### config.mk
export PLATFORM = sky130hd
export DESIGN_NAME = fetch_ctrl
export DESIGN_NICKNAME = d
export VERILOG_FILES = /design/src/rtl/fetch_ctrl_pkg.sv /design/src/rtl/fetch_timer.sv /design/src/rtl/fetch_ctrl.sv
export SDC_FILE = /design/constraint.sdc
export NUM_CORES = 1
export LEC_CHECK = 0
export ABC_AREA = 1
export CORE_MARGIN = 4
export CORE_UTILIZATION = 40
export DETAILED_ROUTE_END_ITERATION = 8
export DONT_BUFFER_PORTS = 1
export HOLD_SLACK_MARGIN = 0.15
export PLACE_DENSITY = 0.57
export SYNTH_ARGS = -nofsm -noshare
export SYNTH_HDL_FRONTEND = slang
export SYNTH_HIERARCHICAL = 1
export SYNTH_SLANG_ARGS = --single-unit
### constraint.sdc
create_clock -name clock -period 4.25 [get_ports clock]
set_input_delay 0.85 -clock clock [delete_from_list [all_inputs] [get_ports clock]]
set_output_delay 0.85 -clock clock [all_outputs]
set_load 0.01 [all_outputs]
### src/rtl/fetch_ctrl_pkg.sv
// Shared definitions for the fetch controller: state encoding and default widths.
package fetch_ctrl_pkg;

    localparam int DEF_DATA_W = 16;
    localparam int TIMER_W    = 8;

    typedef enum logic [2:0] {
        ST_IDLE  = 3'd0,
        ST_FETCH = 3'd1,
        ST_EXEC  = 3'd2,
        ST_HALT  = 3'd3,
        ST_ERR   = 3'd4
    } state_t;

endpackage

### src/rtl/fetch_timer.sv
// Counts FETCH cycles spent waiting for imem_ack; expired flags the last allowed cycle.
module fetch_timer
    import fetch_ctrl_pkg::*;
#(
    parameter int unsigned TIMEOUT = 8
) (
    input  logic clock,
    input  logic n_rst,
    input  logic clear,
    input  logic enable,
    output logic expired
);

    localparam logic [TIMER_W-1:0] LAST = TIMER_W'(TIMEOUT - 1);

    logic [TIMER_W-1:0] count;

    always_ff @(posedge clock or negedge n_rst) begin
        if (!n_rst) begin
            count <= '0;
        end else if (clear) begin
            count <= '0;
        end else if (enable && (count != LAST)) begin
            count <= count + 1'b1;
        end
    end

    // High during the TIMEOUT-th FETCH cycle; an ack in that same cycle still wins.
    assign expired = enable && (count == LAST);

endmodule

### src/rtl/fetch_ctrl.sv
// Instruction fetch sequencer: fetches at pc, holds ir during execute, updates pc on retire.
module fetch_ctrl
    import fetch_ctrl_pkg::*;
#(
    parameter int                 DATA_W  = DEF_DATA_W,
    parameter logic [DATA_W-1:0]  RST_VEC = '0,
    parameter int unsigned        TIMEOUT = 8
) (
    input  logic              clock,
    input  logic              n_rst,
    output logic              imem_req,
    output logic [DATA_W-1:0] imem_addr,
    input  logic              imem_ack,
    input  logic [DATA_W-1:0] imem_rdata,
    output logic [DATA_W-1:0] ir,
    output logic              ir_valid,
    input  logic              ex_done,
    input  logic              br_sel,
    input  logic              imr_sel,
    input  logic [DATA_W-1:0] imm,
    input  logic [DATA_W-1:0] rs,
    input  logic              halt,
    input  logic              resume,
    output logic [DATA_W-1:0] pc,
    output logic              halted,
    output logic              fetch_err,
    output logic [DATA_W-1:0] retire_cnt,
    output state_t            state_dbg
);

    // Handshakes: imem_req is held with a stable imem_addr until an imem_ack cycle
    // transfers imem_rdata; ir_valid is held until an ex_done cycle retires ir.

    state_t            state;
    logic              tmr_expired;
    logic [DATA_W-1:0] next_pc;

    fetch_timer #(
        .TIMEOUT (TIMEOUT)
    ) u_timer (
        .clock   (clock),
        .n_rst   (n_rst),
        .clear   (state != ST_FETCH),
        .enable  (state == ST_FETCH),
        .expired (tmr_expired)
    );

    always_comb begin
        next_pc = pc + DATA_W'(1);
        if (br_sel) begin
            next_pc = imr_sel ? rs : (pc + imm + DATA_W'(1));
        end
    end

    // Status outputs are registered alongside state, so imem_ack never reaches imem_req combinationally.
    always_ff @(posedge clock or negedge n_rst) begin
        if (!n_rst) begin
            state      <= ST_IDLE;
            pc         <= RST_VEC;
            ir         <= '0;
            retire_cnt <= '0;
            imem_req   <= 1'b0;
            ir_valid   <= 1'b0;
            halted     <= 1'b0;
            fetch_err  <= 1'b0;
        end else begin
            case (state)
                ST_IDLE: begin
                    state    <= ST_FETCH;
                    imem_req <= 1'b1;
                end
                ST_FETCH: begin
                    if (imem_ack) begin
                        ir       <= imem_rdata;
                        state    <= ST_EXEC;
                        imem_req <= 1'b0;
                        ir_valid <= 1'b1;
                    end else if (tmr_expired) begin
                        state     <= ST_ERR;
                        imem_req  <= 1'b0;
                        fetch_err <= 1'b1;
                    end
                end
                ST_EXEC: begin
                    if (ex_done) begin
                        pc         <= next_pc;
                        retire_cnt <= retire_cnt + DATA_W'(1);
                        ir_valid   <= 1'b0;
                        if (halt) begin
                            state  <= ST_HALT;
                            halted <= 1'b1;
                        end else begin
                            state    <= ST_FETCH;
                            imem_req <= 1'b1;
                        end
                    end
                end
                ST_HALT: begin
                    if (resume) begin
                        state    <= ST_FETCH;
                        halted   <= 1'b0;
                        imem_req <= 1'b1;
                    end
                end
                ST_ERR: begin
                    state <= ST_ERR;
                end
                default: begin
                    state    <= ST_IDLE;
                    imem_req <= 1'b0;
                    ir_valid <= 1'b0;
                    halted   <= 1'b0;
                end
            endcase
        end
    end

    assign imem_addr = pc;
    assign state_dbg = state;

endmodule
After elaboration in Yosys (flattened, before gate mapping)
Cells that the tools add are included.
{"block": "totals", "register_bits": 63, "input_bits": 56, "out_inout_bits": 71, "elab_cells": 67}
{"block": "op_classes", "n_addsub": 5, "eq_ne": 13, "muxes": 23, "bitwise": 4, "reduce_logical": 13}
{"op": "adder 16 x 1 -> 16 bit (second input constant)", "count": 3}
{"op": "2-to-1 mux 16 bit", "count": 2}
{"op": "adder 16 bit", "count": 1}
{"op": "2-to-1 mux 8 bit", "count": 2}
{"op": "one-hot mux 3 bit (5 select lines)", "count": 1}
{"op": "2-to-1 mux 3 bit", "count": 4}
{"op": "2-to-1 mux 1 bit", "count": 10}
{"op": "inequality test 2 bit (second input constant)", "count": 5}
{"op": "AND reduction 3 bit", "count": 3}
{"op": "adder 8 x 1 -> 8 bit (second input constant)", "count": 1}
{"op": "== test 8 x 3 -> 1 bit (second input constant)", "count": 1}
{"op": "inequality test 8 x 3 -> 1 bit (second input constant)", "count": 1}
{"op": "== test 3 x 2 -> 1 bit (second input constant)", "count": 2}
{"op": "one-hot mux 1 bit (3 select lines)", "count": 2}
{"op": "OR reduction 3 bit", "count": 2}
{"op": "one-hot mux 1 bit (5 select lines)", "count": 1}
{"op": "AND reduction 5 bit", "count": 1}
{"op": "NOT 1 bit", "count": 4}
{"op": "AND reduction 2 bit", "count": 2}
{"op": "AND reduction 4 bit", "count": 1}
{"op": "== test 3 x 1 -> 1 bit (second input constant)", "count": 1}
{"op": "== test 3 bit (second input constant)", "count": 1}
{"op": "zero test 3 bit", "count": 1}
{"op": "inequality test 3 x 1 -> 1 bit (second input constant)", "count": 1}
{"op": "4 further kinds", "count": 5}

Depth between registers and ports, before layout
{"block": "logic_depth", "word_depth": 5, "ltp_mapped": 15}

By module
Netlist, hierarchy kept.
{"module": "fetch_ctrl", "n_inst": 1, "cells_each": 562, "area_per_inst_um2": 3910.0}
{"module": "fetch_timer", "n_inst": 1, "cells_each": 69, "area_per_inst_um2": 499.2}

Worst setup path after synthesis
Ideal clock, no wire load.
{"block": "synth_timing", "kind": "input -> register", "startpoint": "input imm[0]", "endpoint": "register pc[10], in the netlist imem_addr[10]", "setup_ps": 126, "t_arrival_ps": 2141, "required_ps": 4124, "slack_ps": 1984, "stages": 14, "path_cell_list": "inv_1 > ha_1 > inv_1 > fa_1 > nand2_1 > nand2_1 > nand3b_1 > nand2_1 > nand2_1 > nand2_1 > nand2_1 > nand2_1 > o21ai_0 > a21oi_1"}
{"block": "synth_between", "elab_chain_len": 4}
{"element": "start: declaration", "line_no": "fetch_ctrl.sv:20", "source": "input logic [DATA_W-1:0] imm,"}
{"element": "adder 16 bit", "line_no": "fetch_ctrl.sv:51", "source": "next_pc = imr_sel ? rs : (pc + imm + DATA_W'(1));"}
{"element": "adder 16 x 1 -> 16 bit", "line_no": "fetch_ctrl.sv:51"}
{"element": "2-to-1 mux 16 bit", "line_no": "fetch_ctrl.sv:51"}
{"element": "2-to-1 mux 16 bit", "line_no": "fetch_ctrl.sv:50", "source": "if (br_sel) begin"}
{"element": "end signal: assignment", "line_no": "fetch_ctrl.sv:86", "source": "pc <= next_pc;"}
{"element": "end: declaration", "line_no": "fetch_ctrl.sv:24", "source": "output logic [DATA_W-1:0] pc,"}
Every way passes these cells.
A chain may end at the register's enable or synchronous reset.

Worst setup path after layout
{"block": "layout_timing", "startpoint": "register pc[0], in the netlist imem_addr[0]", "endpoint": "register pc[12], in the netlist imem_addr[12]"}
{"block": "layout_between", "elab_chain_len": 4}
{"element": "adder 16 bit", "line_no": "fetch_ctrl.sv:51"}
{"element": "adder 16 x 1 -> 16 bit", "line_no": "fetch_ctrl.sv:51"}
{"element": "2-to-1 mux 16 bit", "line_no": "fetch_ctrl.sv:51"}
{"element": "2-to-1 mux 16 bit *", "line_no": "fetch_ctrl.sv:50"}
Mark *: on every way between the ends. The rest lies on a longest branch, timed or not.

==> impl_metrics.ini <==
[route]
num_vias = 3855
vias_per_cell = 5.08
wirelength_um = 11200
drc = 0
drtPass1Iterations = 5
wl_per_cell_um = 14.7
drtAntennaViolNets = 0
drtIter0Drc = 207

[clocking]
post-cts-setup-buffers = 0
cts.path.max_buffers = 2
cts_root_buf = clkbuf_8
path_clk_slew_ns = 0.08
cts.sinks = 63
cts_tree = built
cts_buffers = 9
htree_levels = 3
ctsResizeCount = 0
clkLatencyLatePin_ns = 0.34
holdBufCountCts = 0

[placed_design]
place.port_buffers = 0
gp_congestion = 0.872
dpl_cell_area_sq_um = 4420
place_hpwl_um = 8370
pre_cts_slack_ns = 1.79
dp_cells = 743

[global_routing]
antenna_found_initial = 0
grt_pass1_wl_um = 18600
grt_pass1_vias = 3630
overflow = 0
grt_max_degree = 64
grt_usage = 0.179

[logic_synthesis]
yosysUniqueCellTypes = 37
yosys_register_bits = 63
syn_avg_cell_area_sq_um = 6.99
seq_area_frac_synth = 0.358
syn_area_sq_um = 4410
synth_top_area_frac = 0.358
synth_top_cell_by_area = dfrtp_1
synth_cells = 631
ys_warn_count = 6
synth_area_leaders = dfrtp_1, nand2_1, nor2_1
syn_nets = 707

[timing]
period_needed_ns = 2.25
worst_pin_slew_ns = 0.872
skew_ns = 0.00824
fmax_mhz = 444
final.setup.worst_slack_ns = 2.00
slew_headroom = 0.418
fin_crit_sh = 0.530
finalSetupViolations = 0
drv_slew = 0
fin_tns_setup_ns = 0
rsz0062_at_grt = no
hold_viol = 0

[die]
core-area_sq_um = 10800
die_area_sq_um = 12800
core.rowCount = 38
die_w_um = 113
start_util = 0.409
ios = 127
fp.dieH_um = 113

[power_and_ir_drop]
p_per_area_nw_per_um2 = 661
worst_ir_drop_vdd_uv = 320
leakage_nw = 2.54

[final_layout]
regArea_sq_um = 1580
drive_above_1_share = 0.0630
fill_cells = 1111
multi_input_area_sq_um = 2390
diodes = 0
final_area_sq_um = 4620
num-nets-final = 690
finalNonFillerCells = 759
syn_to_final_growth_pct = 4.85

[hold_path]
hold_path_class = input port to async pin

[setup_path]
arrival_ns = 2.52
crit_path_start_kind = flip-flop
critPathBufInv = 2
slowest_delay_ns = 0.52
cp_cell_sequence = inv_1, ha_1, inv_1, fa_1, nand2_1, a21oi_1, nand2_1, nand2_1, nand2_1, nand2_1, nand2_1, nand3_1, nand2_1, a21oi_1
crit_fanout = 5
critPathMostFrequentCell = nand2_1
cp_slowest_cell = dfrtp_1
cp-end-kind = flip-flop
critPathTopFamily = simple AND/OR/NAND/NOR gates
critPathKind = flip-flop to flip-flop
cp.required_ns = 4.52

[flow_run]
drv_cap = 0

[status]
status = finished clean
cells in the final DEF, fill, tap and decap left out, types with 10 or more instances in the layout:
cell type  instances
a21oi_1           29
clkbuf_8          10
dfrtp_1           63
ha_1              19
inv_1             68
nand2_1          201
nand3_1           35
nor2_1            76
o21ai_0           22
xnor2_1           11
xor2_1            17
registers in the layout, indices dropped and copies added, names as in the netlist:
register / count
fetch_err: 1
halted: 1
imem_addr: 16
imem_req: 1
ir: 16
ir_valid: 1
retire_cnt: 16
state_dbg: 3
u_timer/count: 8
metrics by stage:
stage / util / hold slack (ns) / power (W)
2_1_floorplan: - / 0.493 / 0.00228
3_3_place_gp: 0.409 / 0.516 / 0.00250
3_5_place_dp: 0.409 / 0.530 / 0.00253
4_1_cts: 0.428 / 0.175 / 0.00309
5_1_grt: 0.428 / 0.165 / 0.00336
6_report: 0.428 / 0.197 / 0.00306
Yosys cell counts, drive strengths merged:
library cell	instances
nand2	206
nor2	85
inv	74
dfrtp	63
nand3	35
a21oi	29
o21ai	24
buf	19
ha	19
xor2	17
xnor2	11
clkbuf	9
nand4	9
nor3	9
a22oi	3
a31oi	3
nand3b	3
o21bai	3
and2	2
o211ai	2
a21boi	1
a21o	1
fa	1
o22ai	1
o31ai	1
or2	1
report_power, final:
group / total, W / leakage, nW / internal, W / switching, W
sequential: 0.00123 / 0.802 / 0.000788 / 0.000445
clock: 0.000542 / 0.103 / 0.000290 / 0.000252
combinational: 0.00128 / 1.64 / 0.000468 / 0.000815
worst reg2reg max path, cell delays in order, from the launching register on:
cell,delay (ns)
dfrtp_1,0.52
inv_1,0.12
ha_1,0.21
inv_1,0.10
fa_1,0.22
nand2_1,0.09
a21oi_1,0.27
nand2_1,0.09
nand2_1,0.13
nand2_1,0.09
nand2_1,0.06
nand2_1,0.05
nand3_1,0.06
nand2_1,0.07
a21oi_1,0.11
layer usage:
metal  share of wire  wire length (um)  global-route usage
met1            0.44              4950               0.237
met3           0.066               734              0.0540
met2            0.48              5410               0.289
met5               0                 0                   0
met4          0.0077                86              0.0409
path summary, 6_finish.rpt:
| kind | end | slack, ns | start | cells past startpoint |
|---|---|---|---|---|
| worst max-delay path | imem_addr[12] | 2.00 | imem_addr[0] | 14 |
| worst min-delay path | imem_addr[11] | 0.20 | n_rst | 0 |
| worst max register to register | imem_addr[12] | 2.00 | imem_addr[0] | 14 |
| worst min register to register | retire_cnt[15] | 0.54 | retire_cnt[15] | 1 |
| max in group asynchronous | state_dbg[1] | 3.94 | n_rst | 0 |
| min in group clock | retire_cnt[15] | 0.54 | retire_cnt[15] | 1 |
layout make-up:
type	count	area share
clock buffer	10	0.0298
clock inverter	6	0.0149
inverter	74	0.0601
multi-input combinational	466	0.516
sequential	63	0.341
tap	140	0.0379
kinds of logic (layout without fill, tap and decap cells):
kind of cell             count (synthesis)  after routing  share of synthesized area
AO/OA/AOI/OAI                           68             68                     0.0846
XOR/XNOR                                28             28                     0.0556
flip-flops                              63             63                      0.358
buffers and inverters                  102             90                      0.101
AND/OR/NAND/NOR                        350            350                      0.343
adder cells (fa/ha/maj)                 20             20                     0.0585
Power figures use the tool's default switching activity.
